--- config.mk ---
export PLATFORM = sky130hd
export DESIGN_NAME = traffic_rr_ctrl
export DESIGN_NICKNAME = d
export VERILOG_FILES = /design/src/rtl/traffic_pkg.sv /design/src/rtl/traffic_rr_ctrl_rr_arbiter.sv /design/src/rtl/traffic_rr_ctrl.sv
export SDC_FILE = /design/constraint.sdc
export NUM_CORES = 1
export LEC_CHECK = 0
export CORE_ASPECT_RATIO = 0.9
export CORE_MARGIN = 2
export CORE_UTILIZATION = 45
export CTS_CLUSTER_SIZE = 8
export DETAILED_ROUTE_END_ITERATION = 10
export PLACE_DENSITY = 0.72
export SYNTH_ARGS = -nofsm -noshare
export SYNTH_HDL_FRONTEND = slang
export SYNTH_HIERARCHICAL = 1
export SYNTH_SLANG_ARGS = --single-unit
--- constraint.sdc ---
create_clock -name clk -period 2.3 [get_ports clk]
set_input_delay 0.23 -clock clk [delete_from_list [all_inputs] [get_ports clk]]
set_output_delay 0.23 -clock clk [all_outputs]
set_load 0.02 [all_outputs]
--- src/rtl/traffic_pkg.sv ---
// rtl/traffic_pkg.sv - shared lamp/phase types and helpers for the round-robin traffic controller
package traffic_pkg;

  typedef enum logic [1:0] {
    GREEN  = 2'd0,
    YELLOW = 2'd1,
    RED    = 2'd2
  } color_t;

  typedef enum logic [1:0] {
    PH_GREEN  = 2'd0,
    PH_YELLOW = 2'd1,
    PH_ALLRED = 2'd2
  } phase_t;

  // Lamp shown by one direction: only the owner follows the phase, everyone else is red.
  function automatic color_t light_of(phase_t ph, bit is_active);
    color_t c;
    c = RED;
    if (is_active) begin
      case (ph)
        PH_GREEN:  c = GREEN;
        PH_YELLOW: c = YELLOW;
        default:   c = RED;
      endcase
    end
    return c;
  endfunction

  // Largest of the three phase lengths; sizes the phase counter.
  function automatic int max3(int a, int b, int c);
    int m;
    m = a;
    if (b > m) m = b;
    if (c > m) m = c;
    return m;
  endfunction

endpackage

--- src/rtl/traffic_rr_ctrl_rr_arbiter.sv ---
// rtl/traffic_rr_ctrl_rr_arbiter.sv - combinational round-robin pick of the next green direction
module rr_arbiter
  import traffic_pkg::*;
#(
  parameter int N  = 4,
  parameter int IW = (N > 1) ? $clog2(N) : 1
) (
  input  logic [N-1:0]  req,
  input  logic [IW-1:0] last,
  output logic [IW-1:0] grant_idx,
  output logic          any
);

  // Scan last+N down to last+1 so the candidate nearest after last overrides the rest;
  // with no request the current owner is kept.
  always_comb begin
    logic [IW-1:0] cand;
    grant_idx = last;
    any       = |req;
    cand      = '0;
    for (int j = N; j >= 1; j--) begin
      cand = IW'((int'(last) + j) % N);
      if (req[cand]) grant_idx = cand;
    end
  end

endmodule

--- src/rtl/traffic_rr_ctrl.sv ---
// rtl/traffic_rr_ctrl.sv - N-direction traffic-light controller with round-robin green grants
module traffic_rr_ctrl
  import traffic_pkg::*;
#(
  parameter int N_DIR     = 4,
  parameter int GREEN_MIN = 4,
  parameter int GREEN_MAX = 8,
  parameter int YELLOW_T  = 2,
  parameter int ALLRED_T  = 1,
  localparam int DW       = $clog2(N_DIR)
) (
  input  logic               clk,
  input  logic               rst,
  input  logic [N_DIR-1:0]   sense,
  output logic [2*N_DIR-1:0] light,
  output logic [DW-1:0]      active_dir,
  output logic [1:0]         phase
);

  localparam int CW = $clog2(max3(GREEN_MAX, YELLOW_T, ALLRED_T)) + 1;
  localparam logic [CW-1:0] CNT_SAT = '1;

  phase_t           phase_q, phase_d;
  logic [DW-1:0]    dir_q, dir_d;
  logic [CW-1:0]    cnt_q, cnt_d;
  logic [N_DIR-1:0] req_q, req_d;

  logic [N_DIR-1:0] act_onehot;
  logic [N_DIR-1:0] pend;
  logic [DW-1:0]    grant_idx;
  logic             pend_any;
  logic             green_done;

  assign act_onehot = N_DIR'(1) << dir_q;
  // The owner's own sensor never counts as a competing request.
  assign pend       = req_q | (sense & ~act_onehot);

  rr_arbiter #(
    .N  (N_DIR),
    .IW (DW)
  ) u_arb (
    .req       (pend),
    .last      (dir_q),
    .grant_idx (grant_idx),
    .any       (pend_any)
  );

  // Green ends only once the minimum has elapsed and someone else waits; a busy owner keeps it up to the maximum.
  assign green_done = (int'(cnt_q) >= GREEN_MIN - 1) && pend_any &&
                      (!sense[dir_q] || (int'(cnt_q) >= GREEN_MAX - 1));

  // Next-state logic: phase sequencing, request latching and the phase-length counter.
  always_comb begin
    phase_d = phase_q;
    dir_d   = dir_q;
    req_d   = req_q | (sense & ~((phase_q == PH_GREEN) ? act_onehot : '0));
    case (phase_q)
      PH_GREEN: begin
        if (green_done) phase_d = PH_YELLOW;
      end
      PH_YELLOW: begin
        if (int'(cnt_q) == YELLOW_T - 1) phase_d = PH_ALLRED;
      end
      PH_ALLRED: begin
        if (int'(cnt_q) == ALLRED_T - 1) begin
          phase_d          = PH_GREEN;
          dir_d            = grant_idx;
          req_d[grant_idx] = 1'b0;
        end
      end
      default: phase_d = PH_GREEN;
    endcase
    if (phase_d != phase_q) cnt_d = '0;
    else if (cnt_q == CNT_SAT) cnt_d = cnt_q;
    else cnt_d = cnt_q + 1'b1;
  end

  // State registers; reset returns green to direction 0 and drops all latched requests.
  always_ff @(posedge clk or posedge rst) begin
    if (rst) begin
      phase_q <= PH_GREEN;
      dir_q   <= '0;
      cnt_q   <= '0;
      req_q   <= '0;
    end else begin
      phase_q <= phase_d;
      dir_q   <= dir_d;
      cnt_q   <= cnt_d;
      req_q   <= req_d;
    end
  end

  // Lamp decode straight from the phase and owner registers, so sense never reaches the lamps combinationally.
  always_comb begin
    light = '0;
    for (int i = 0; i < N_DIR; i++) begin
      light[2*i +: 2] = light_of(phase_q, dir_q == DW'(i));
    end
  end

  assign active_dir = dir_q;
  assign phase      = phase_q;

endmodule
==> summary.txt, run 1 <==
Outcome
  – Status: completed

Timing
  – RSZ-0062 raised after global routing: no
  – Final hold violation count: 0
  – Setup TNS: 0 ps
  – Slew Limit Fails: 0
  – Worst Tran Pin Value: 519.7 ps
  – Setup-failing EPs final: 0
  – Period utilization: 0.9424
  – Fmax: 461.3 MHz
  – Clk_skew: 5.147 ps
  – Max-Slew Margin vs Limit: 0.6506
  – Post-layout min period: 2168 ps

Setup path
  – Critical path peak fanout: 17
  – Crit path required time: 2070 ps
  – Reg2Reg Setup Slack: 390 ps
  – CP Buf/Inv Count: 1
  – CP Launch Type: flip-flop
  – Crit Path Class: flip-flop to primary output
  – Worst reg2reg startpoint: active_dir[0]
  – WP depth: 3
  – Worst reg2reg path depth: 7
  – CP Cell Sequence: or3b_1 > nor2_1 > clkdlybuf4s50_1
  – Critical register-to-register path endpoint: cnt_q[2]
  – Worst EP arrival: 1940 ps
  – Crit. Startpoint: active_dir[1]
  – CP max stage cell: clkdlybuf4s50_1
  – Top delay family on crit path: buffers and inverters
  – Worst setup EP type: primary output
  – Critical Path Max Stage Delay: 600 ps
  – Worst Setup EP: light[2]

Floorplanning
  – Initial Util: 0.4660
  – Die area: 2291 sq um
  – Core area: 1858 sq um
  – Die H: 45.61 um
  – Io pins: 18
  – FP Rows: 15
  – Die width: 50.24 um

CTS
  – Root Buffer: clkbuf_4
  – Clk buf depth: 2
  – Reg clk slew, reported paths: 80 ps
  – Total CTS buffers: 3
  – Clock insertion delay at the later pin of the skew report: 270 ps
  – Setup Buffers After CTS: 0
  – CTS Sinks: 12
  – CTS tree: done
  – H-tree levels: 1

Route
  – Wire length per cell: 13.30 um
  – Via/cell ratio: 5.500
  – WL final: 1.835 mm
  – First-iteration detailed-routing DRC count: 26
  – DR pass1 iterations: 4
  – Routed Antenna Nets: 0
  – DRC Markers: 0
  – DR vias: 759

Layout
  – Number of diodes: 0
  – Layout cell share with drive strength beyond 1: 0.1062
  – Design Area, Final: 1086 sq um
  – Layout area overhead: 25.43%
  – Post-Layout Cell Count: 138
  – NumNets Final: 124
  – Fill count: 160

Yosys
  – Multiplexer share of the synthesized area: 0.07514
  – Top-count cell post-synth: dfrtp_1
  – Top-area cell type share of the netlist area: 0.3468
  – Top post-synthesis cells by area: dfrtp_1 35%, ha_1 5.8%, o32a_1 4.6%, o21a_1 4.3%, nor2_1 3.9%
  – Mean Syn Cell Area: 9.019 sq um
  – Synth Area in Adders: 0.05780
  – Combinational family with the most area after synthesis: compound AO/OA/AOI/OAI gates
  – Sequential fraction of the synthesis area: 0.3468
  – Largest area contributor in the netlist: dfrtp_1
  – Synth top cells by count: 12 x dfrtp_1, 9 x nor2_1, 8 x nand2_1, 7 x inv_1
  – Number of synthesized flops with an enable pin: 0
  – Xor/xnor cell area share of the yosys netlist: 0.01012
  – Synth warnings: 6
  – Synth cell types: 34
  – Top FF cell, synth: dfrtp_1
  – Synth async-reset ratio: 1.000
  – Yosys reg bits: 12
  – Netlist Area Pre-Place: 865.8 sq um
  – Mapped Nets: 106
  – Cells after synthesis: 96
  – Simple-gate share of the synthesized area: 0.2211
  – Post-synthesis compound-gate area fraction: 0.2269

Placement
  – Routability cong.: 0.9087
  – IO Port Bufs: 17
  – Placement Cell Area: 1047 sq um
  – DP HPWL: 1.436 mm
  – Placed Cells: 134

GRT
  – Aggregate global routing overflow: 0
  – First-pass GRT wire length: 3.118 mm
  – Largest net degree at the start of global routing: 18
  – Initial antenna violation count: 0
  – Total GRT Usage: 0.1823
  – Vias in the first global route: 701

Min path
  – Hold Path Class: input pin to asynchronous set/reset pin

Pwr
  – VDD IR max: 0.6714 mV
  – Pwr dens: 1263 nW/um^2
  – P_leak: 0.0004222 uW
  – Total Power: 1371 uW

Job
  – Max Cap Violations: 0
cells by family after synthesis:
kind of cell             after synthesis
AO/OA/AOI/OAI                         25
XOR/XNOR                               1
flip-flops                            12
buffers and inverters                 12
adder cells (fa/ha/maj)                4
multiplexers                           5
AND/OR/NAND/NOR                       37
state kept, by name, indices dropped and copies added, names as in the netlist:
register / count
active_dir: 2
cnt_q: 4
phase: 2
req_q: 4
through the flow:
step | utilization | setup WS [ps] | hold slack [ps]
floorplan | - | 268.0 | 94.70
global placement | 0.5636 | 275.6 | 491.5
detailed placement | 0.5636 | 239.4 | 495.1
CTS | 0.5832 | 1.897 | 270.6
global route | 0.5845 | 33.20 | 295.0
finish | 0.5845 | 132.4 | 262.8
routing by layer:
metal | vias up | track usage | wire (um)
met5 | - | 0 | 0
met4 | 0 | 0.1056 | 12
met3 | 2 | 0.02632 | 112
met2 | 25 | 0.2974 | 846
met1 | 353 | 0.2344 | 863
li1 | 379 | - | -
power breakdown:
group	leakage, uW	switching [uW]	internal [uW]	total, uW
logic	0.000267	400	374	774
clock network	0.0000210	72.1	96.2	168
registers	0.000135	148	282	430
worst min path at each step:
stage	startpoint	endpoint	slack (ps)	cells past startpoint
after floorplan	rst	active_dir[0]	90	1
after global placement	req_q[0]	req_q[0]	490	1
after detailed placement	req_q[3]	req_q[3]	500	1
final	rst	cnt_q[1]	260	2
after global routing	rst	cnt_q[1]	300	2
after CTS	rst	cnt_q[3]	270	2
timing repair:
| action | CTS | global route |
|---|---|---|
| hold buffers | 0 | 0 |
| endpoints found under the setup margin | 0 | 3 |
| resized for setup | 0 | 2 |
cell type report:
cell class | instances | area (sq um) | share of cell area
Inverter | 7 | 26.28 | 0.02419
Clock buffer | 4 | 36.28 | 0.03341
Tap cell | 25 | 31.28 | 0.02880
Multi-Input combinational cell | 72 | 511.7 | 0.4712
Timing Repair Buffer | 18 | 177.7 | 0.1636
Sequential cell | 12 | 302.8 | 0.2788
cells in the final DEF (no fill, tap or decap), types with 3 or more instances in the layout:
cell	instances
dfrtp_1	10
nor3_1	4
inv_1	7
nand2_1	8
nand3_1	3
ha_1	4
a21oi_1	5
clkbuf_4	3
o21a_1	5
clkdlybuf4s50_1	17
a21o_1	3
nand2b_1	3
o32a_1	4
nor2_1	9
Power figures use the tool's default switching activity.
==> run 2, diff against run 1 <==
--- a/config.mk
+++ b/config.mk
@@ -8,7 +8,7 @@
 export CORE_ASPECT_RATIO = 0.9
 export CORE_MARGIN = 2
 export CORE_UTILIZATION = 45
-export CTS_CLUSTER_SIZE = 8
+export CTS_CLUSTER_SIZE = 28
 export DETAILED_ROUTE_END_ITERATION = 10
 export PLACE_DENSITY = 0.72
 export SYNTH_ARGS = -nofsm -noshare
==> results of run 2 <==
The final DEF is identical to that of run 1; final timing and power are the same.
